### src/rtl/radar_sync_gen.sv
// radar_sync_gen
// Synthetic radar front-end source. It produces the trigger (TRG),
// bearing-increment (BI) and heading-marker (HM) pulses, and a video stream.
// The video is LFSR noise with one injectable point target added on top.
// It stands in for the real front-end so the synchronisation/CFAR chain can
// be exercised on the bench or in an on-board loopback.
//
// Ports:
//   clk          sample clock; all logic updates on the rising edge
//   rst          synchronous, active-low reset
//   enable       run (1) / hold (0)
//   target_range first range cell of the target (sampled at range cell 0)
//   target_bi    bearing index of the target    (sampled at range cell 0)
//   target_amp   amplitude added to the noise   (sampled at range cell 0)
//   TRG          trigger pulse, TRG_WIDTH clocks at the start of every PRI
//   BI           bearing-increment pulse, first PRI of every bearing
//   HM           heading-marker pulse, first PRI of bearing 0
//   video        noise plus target, saturated to DATA_WIDTH bits
//   bi_idx       registered bearing index (debug)
module radar_sync_gen #(
  parameter int                    PRI_CYCLES = 2000,
  parameter int                    RANGE_W    = 11,
  parameter int                    TRG_WIDTH  = 8,
  parameter int                    TRG_PER_BI = 4,
  parameter int                    BI_PER_REV = 4096,
  parameter int                    BI_W       = 12,
  parameter int                    BI_WIDTH   = 8,
  parameter int                    HM_WIDTH   = 8,
  parameter int                    DATA_WIDTH = 14,
  parameter int                    TGT_LEN    = 4,
  parameter logic [DATA_WIDTH-1:0] NOISE_MASK = 14'h00FF
) (
  input  logic                  clk,
  input  logic                  rst,
  input  logic                  enable,
  input  logic [RANGE_W-1:0]    target_range,
  input  logic [BI_W-1:0]       target_bi,
  input  logic [DATA_WIDTH-1:0] target_amp,
  output logic                  TRG,
  output logic                  BI,
  output logic                  HM,
  output logic [DATA_WIDTH-1:0] video,
  output logic [BI_W-1:0]       bi_idx
);

  localparam int TRG_CW = (TRG_PER_BI > 1) ? $clog2(TRG_PER_BI) : 1;

  localparam logic [RANGE_W-1:0] RNG_LAST = RANGE_W'(PRI_CYCLES - 1);
  localparam logic [TRG_CW-1:0]  TRG_LAST = TRG_CW'(TRG_PER_BI - 1);
  localparam logic [BI_W-1:0]    BI_LAST  = BI_W'(BI_PER_REV - 1);

  // Pulse lengths may equal PRI_CYCLES, which need not fit in RANGE_W bits,
  // so all range comparisons are done one bit wider.
  localparam logic [RANGE_W:0] TRG_LIM = (RANGE_W+1)'(TRG_WIDTH);
  localparam logic [RANGE_W:0] BI_LIM  = (RANGE_W+1)'(BI_WIDTH);
  localparam logic [RANGE_W:0] HM_LIM  = (RANGE_W+1)'(HM_WIDTH);
  localparam logic [RANGE_W:0] TGT_EXT = (RANGE_W+1)'(TGT_LEN);

  localparam logic [15:0] LFSR_SEED = 16'hACE1;

  // Parameter legality, reported at elaboration.
  if (TRG_WIDTH < 1 || TRG_WIDTH > PRI_CYCLES) begin : g_bad_trg_width
    $error("radar_sync_gen: TRG_WIDTH out of range");
  end
  if (BI_WIDTH < 1 || BI_WIDTH > PRI_CYCLES) begin : g_bad_bi_width
    $error("radar_sync_gen: BI_WIDTH out of range");
  end
  if (HM_WIDTH < 1 || HM_WIDTH > PRI_CYCLES) begin : g_bad_hm_width
    $error("radar_sync_gen: HM_WIDTH out of range");
  end
  if (TGT_LEN < 1 || TGT_LEN > PRI_CYCLES) begin : g_bad_tgt_len
    $error("radar_sync_gen: TGT_LEN out of range");
  end
  if ((1 << RANGE_W) < PRI_CYCLES) begin : g_bad_range_w
    $error("radar_sync_gen: RANGE_W too narrow for PRI_CYCLES");
  end

  logic [RANGE_W-1:0]    rng_cnt;
  logic [TRG_CW-1:0]     trg_cnt;
  logic [BI_W-1:0]       bi_cnt;
  logic [15:0]           lfsr;
  logic [RANGE_W-1:0]    shadow_range;
  logic [BI_W-1:0]       shadow_bi;
  logic [DATA_WIDTH-1:0] shadow_amp;

  logic                  rng_wrap;
  logic                  trg_wrap;
  logic [RANGE_W:0]      rng_ext;
  logic [RANGE_W:0]      hit_lo;
  logic [RANGE_W:0]      hit_hi;
  logic                  hit;
  logic                  lfsr_fb;
  logic [DATA_WIDTH-1:0] noise;
  logic [DATA_WIDTH:0]   video_sum;
  logic                  trg_next;
  logic                  bi_next;
  logic                  hm_next;
  logic [DATA_WIDTH-1:0] video_next;

  // Everything the outputs need is derived from the pre-edge counter state.
  // The target window is compared one bit wide so a target near the end of
  // the sweep is truncated rather than wrapping into the next PRI.
  always_comb begin
    rng_wrap   = (rng_cnt == RNG_LAST);
    trg_wrap   = (trg_cnt == TRG_LAST);
    rng_ext    = {1'b0, rng_cnt};
    hit_lo     = {1'b0, shadow_range};
    hit_hi     = hit_lo + TGT_EXT;
    hit        = (bi_cnt == shadow_bi) && (rng_ext >= hit_lo) && (rng_ext < hit_hi);
    lfsr_fb    = lfsr[0] ^ lfsr[2] ^ lfsr[3] ^ lfsr[5];
    noise      = lfsr[DATA_WIDTH-1:0] & NOISE_MASK;
    video_sum  = {1'b0, noise} + {1'b0, (hit ? shadow_amp : '0)};
    video_next = video_sum[DATA_WIDTH] ? '1 : video_sum[DATA_WIDTH-1:0];
    trg_next   = (rng_ext < TRG_LIM);
    bi_next    = (trg_cnt == '0) && (rng_ext < BI_LIM);
    hm_next    = (bi_cnt == '0) && (trg_cnt == '0) && (rng_ext < HM_LIM);
  end

  // Timing counters, noise LFSR and target shadows advance only on enabled
  // edges. The target is latched at range cell 0, so a mid-sweep change waits
  // for the next PRI instead of tearing the current one.
  always_ff @(posedge clk) begin
    if (!rst) begin
      rng_cnt      <= '0;
      trg_cnt      <= '0;
      bi_cnt       <= '0;
      lfsr         <= LFSR_SEED;
      shadow_range <= '0;
      shadow_bi    <= '0;
      shadow_amp   <= '0;
    end else if (enable) begin
      lfsr <= {lfsr_fb, lfsr[15:1]};
      if (rng_cnt == '0) begin
        shadow_range <= target_range;
        shadow_bi    <= target_bi;
        shadow_amp   <= target_amp;
      end
      if (rng_wrap) begin
        rng_cnt <= '0;
        if (trg_wrap) begin
          trg_cnt <= '0;
          bi_cnt  <= (bi_cnt == BI_LAST) ? '0 : bi_cnt + 1'b1;
        end else begin
          trg_cnt <= trg_cnt + 1'b1;
        end
      end else begin
        rng_cnt <= rng_cnt + 1'b1;
      end
    end
  end

  // Output registers: pulses and video are blanked while held; the bearing
  // index simply tracks the counter one clock late.
  always_ff @(posedge clk) begin
    if (!rst) begin
      TRG    <= 1'b0;
      BI     <= 1'b0;
      HM     <= 1'b0;
      video  <= '0;
      bi_idx <= '0;
    end else begin
      bi_idx <= bi_cnt;
      if (enable) begin
        TRG   <= trg_next;
        BI    <= bi_next;
        HM    <= hm_next;
        video <= video_next;
      end else begin
        TRG   <= 1'b0;
        BI    <= 1'b0;
        HM    <= 1'b0;
        video <= '0;
      end
    end
  end

endmodule

### config.mk
export PLATFORM = sky130hd
export DESIGN_NAME = radar_sync_gen
export DESIGN_NICKNAME = d
export VERILOG_FILES = /design/src/rtl/radar_sync_gen.sv
export SDC_FILE = /design/constraint.sdc
export NUM_CORES = 1
export LEC_CHECK = 0
export ABC_AREA = 1
export BUFFER_PORTS_ARGS = -buffer_cell sky130_fd_sc_hd__clkbuf_2
export CAP_MARGIN = 20
export CORE_MARGIN = 5
export CORE_UTILIZATION = 60
export DETAILED_ROUTE_END_ITERATION = 10
export PLACE_DENSITY = 0.82
export SETUP_SLACK_MARGIN = 0.3
export SKIP_LAST_GASP = 1
export SYNTH_ARGS = -nofsm -noshare
export SYNTH_HDL_FRONTEND = slang
export SYNTH_SLANG_ARGS = --single-unit
### constraint.sdc
create_clock -name clk -period 11 [get_ports clk]
set_input_delay 2.75 -clock clk [delete_from_list [all_inputs] [get_ports clk]]
set_output_delay 2.75 -clock clk [all_outputs]
set_load 0.005 [all_outputs]
==> flow_summary.toml <==
[logic_synthesis]
ys_seq_area_share_pct = 39.2
yosysWarnings = 0
syn_inst = 736
synthTopCellsByArea = "dfxtp_1, inv_1, ha_1"
synth_area_leader_cell = "dfxtp_1"
async_flop_share_pct = 0
ys_ff_latch = 107
yosys.cell_types.count = 37
syn_area_mm2 = 0.00546
yosys.area.top_type_share_pct = 39.2
synth-edff-count = 0
synthFlopType = "dfxtp_1"
syn_area_per_cell_um2 = 7.42
synth_most_common_cell = "inv_1"
synth_common_cells = "inv_1, nand2_1, dfxtp_1, nor2_1, a211oi_1"
synth_nets = 812

[finish]
fillers = 712
layout-drive-gt1-share_pct = 14.6
fin_cells = 905
final_util_pct = 68.4
antenna_cells = 0
nets = 868
area_delta_synth_final_pct = 10.3

[global_routing]
grt_max_degree = 75
grt_pass1_vias = 4710
grtUsageTotal_pct = 21.4
grt_pass1_wl_um = 20200
grt_overflow = 0
antenna_found_initial = 0

[floorplanning]
fp.dieArea_mm2 = 0.0111
fp.dieW_um = 105
placementRows = 34
ioPinCount = 69
start_util_pct = 62.0
core_mm2 = 0.00881
chipHeight_um = 105

[placement]
gp_congestion = 0.873
place_inst = 889
hpwlAfterDp_um = 8620
dpl_worst_slack_ns = 6.28
port_buffers = 68

[route]
wl_per_cell_um = 12.6
drt_pass1_iterations = 4
ant_nets = 0
drc_errors = 0
first_iter_violations = 165
wl_um = 11400
vias = 4753
vias_per_cell = 5.25

[critical_path]
max_stage_delay_ns = 0.51
slowest_stage = "clkinv_1"
start_kind = "primary input"
cp_max_fo = 25
cp-end-kind = "flop"
required_ns = 11.29
crit_chain = "clkbuf_2 > clkinv_1 > nor2_1 > nand2_1 > nor2_1 > nand3_1 > nor3_1 > a21oi_1 > nor3_1"
crit_type = "in -> reg"
crit_arrival_ns = 4.67

[sta]
drv_slew = 0
fin_ws_ns = 6.61
fmax_ghz = 0.228
fin_crit_sh_pct = 39.9
tns_ns = 0
clock_skew_ns = 0.0164
fin_crit_ns = 4.39
slew_headroom_pct = 44.4
finalSetupViolCount = 0
hold_viol = 0
rsz0062_at_grt = "no"
worst_pin_slew_ns = 0.833

[clocking]
cts_tree = "yes"
postCtsSetupRepairBufs = 0
clkTransAtPathRegs_ns = 0.10
clock_latency_ns = 0.37
numCtsBuffers = 9
cts_resized = 0
clock-sinks = 107
root_buffer = "clkbuf_8"
clock_path_buffers = 2
holdBufCountCts = 0
cts_max_level = 3

[run]
maxCapViolCount = 0

[power]
power.share.clock_pct = 29.5
max-vdd-ir-drop_uv = 81.8
seqPwrFrac_pct = 57.2
leakage_nw = 2.84
power.density_mw_per_mm2 = 123
combPwrFrac_pct = 13.2
swShare_pct = 28.3
p_int_mw = 0.532
power.net_switching_mw = 0.210

[worst_hold_path]
hp-class = "reg -> reg"

[outcome]
outcome = "complete, no violations"
layer usage:
layer | up-vias | GRT usage (%) | part of all wire, %
met3 | 15 | 3.85 | 3.9
met2 | 93 | 39.2 | 50
li1 | 2476 | - | -
met5 | - | 0 | 0
met4 | 0 | 6.56 | 1.4
met1 | 2169 | 25.4 | 45
cell usage in the layout (no fill, tap or decap), types with 4 or more instances in the layout:
cell type  netlist  routed
nand3_1         33      33
a21oi_1         36      36
nor3_1          15      15
xnor2_1         10      10
clkbuf_8         0       9
nand4_1          9       9
nand2_1        115     115
nor3b_1          5       5
dfxtp_1        107     107
ha_1            35      35
o21ai_0         25      25
nor2_1         103     103
inv_2            6       6
a21oi_2          7       7
inv_1          123     123
a211oi_1        38      38
clkbuf_2         0      68
nor4_1           5       4
xor2_1          16      16
through the flow:
stage               hold slack (ns)  total power, mW  cell area [um^2]
global placement              0.442            0.527              5850
CTS                           0.470            0.748              6020
global route                  0.512            0.786              6020
finish                        0.474            0.742              6020
floorplan                     0.429            0.504              5460
detailed placement            0.450            0.532              5850
kinds of logic (layout without fill, tap and decap cells):
kind of cell / count (synthesis) / in the layout / synth area share (%)
adder cells (fa/ha/maj): 36 / 36 / 8.39
XOR/XNOR: 26 / 26 / 4.17
buffers and inverters: 154 / 215 / 10.8
flip-flops: 107 / 107 / 39.2
AO/OA/AOI/OAI: 110 / 110 / 12.5
AND/OR/NAND/NOR: 303 / 303 / 24.9
worst max-delay path, delay by kind of cell:
kind | cells | cell delay (ns)
AOI/OAI and AO/OA | 1 | 0.09
buffers and inverters | 2 | 0.86
and+or+nand+nor | 6 | 0.96
worst paths after layout:
check                           cells after the start                     end  slack [ns]                         start
worst min-delay path                                2   bi_idx[11]$_SDFF_PN0_        0.47       bi_cnt[11]$_SDFFE_PN0P_
worst max register to register                     21    video[13]$_SDFF_PN0_        6.74  shadow_range[2]$_SDFFE_PN0P_
worst max-delay path                                9  bi_cnt[9]$_SDFFE_PN0P_        6.61                        enable
worst min register to register                      2   bi_idx[11]$_SDFF_PN0_        0.47       bi_cnt[11]$_SDFFE_PN0P_
registers in the layout, summed over array words and instances (netlist names), 2 cells and up:
name / cells
lfsr: 16
trg_cnt: 2
video: 14
bi_cnt: 12
rng_cnt: 11
shadow_bi: 12
shadow_range: 11
bi_idx: 12
shadow_amp: 14
layout make-up:
class                           instances  area (um^2)  share of cell area, %
Clock buffer                           10          128                   2.12
Multi-Input combinational cell        475         2730                   45.4
Inverter                              130          488                   8.10
Tap cell                              108          135                   2.24
Timing Repair Buffer                   69          348                   5.77
Clock inverter                          6         50.0                  0.831
Sequential cell                       107         2140                   35.6
power groups by stage:
stage / logic [mW] / clock network [mW] / registers, mW
3_5_place_dp: 0.0986 / 0 / 0.434
6_report: 0.0983 / 0.219 / 0.425
5_1_grt: 0.115 / 0.243 / 0.428
3_3_place_gp: 0.0943 / 0 / 0.433
4_1_cts: 0.0990 / 0.224 / 0.425
2_1_floorplan: 0.0750 / 0 / 0.429
Power figures use the tool's default switching activity.
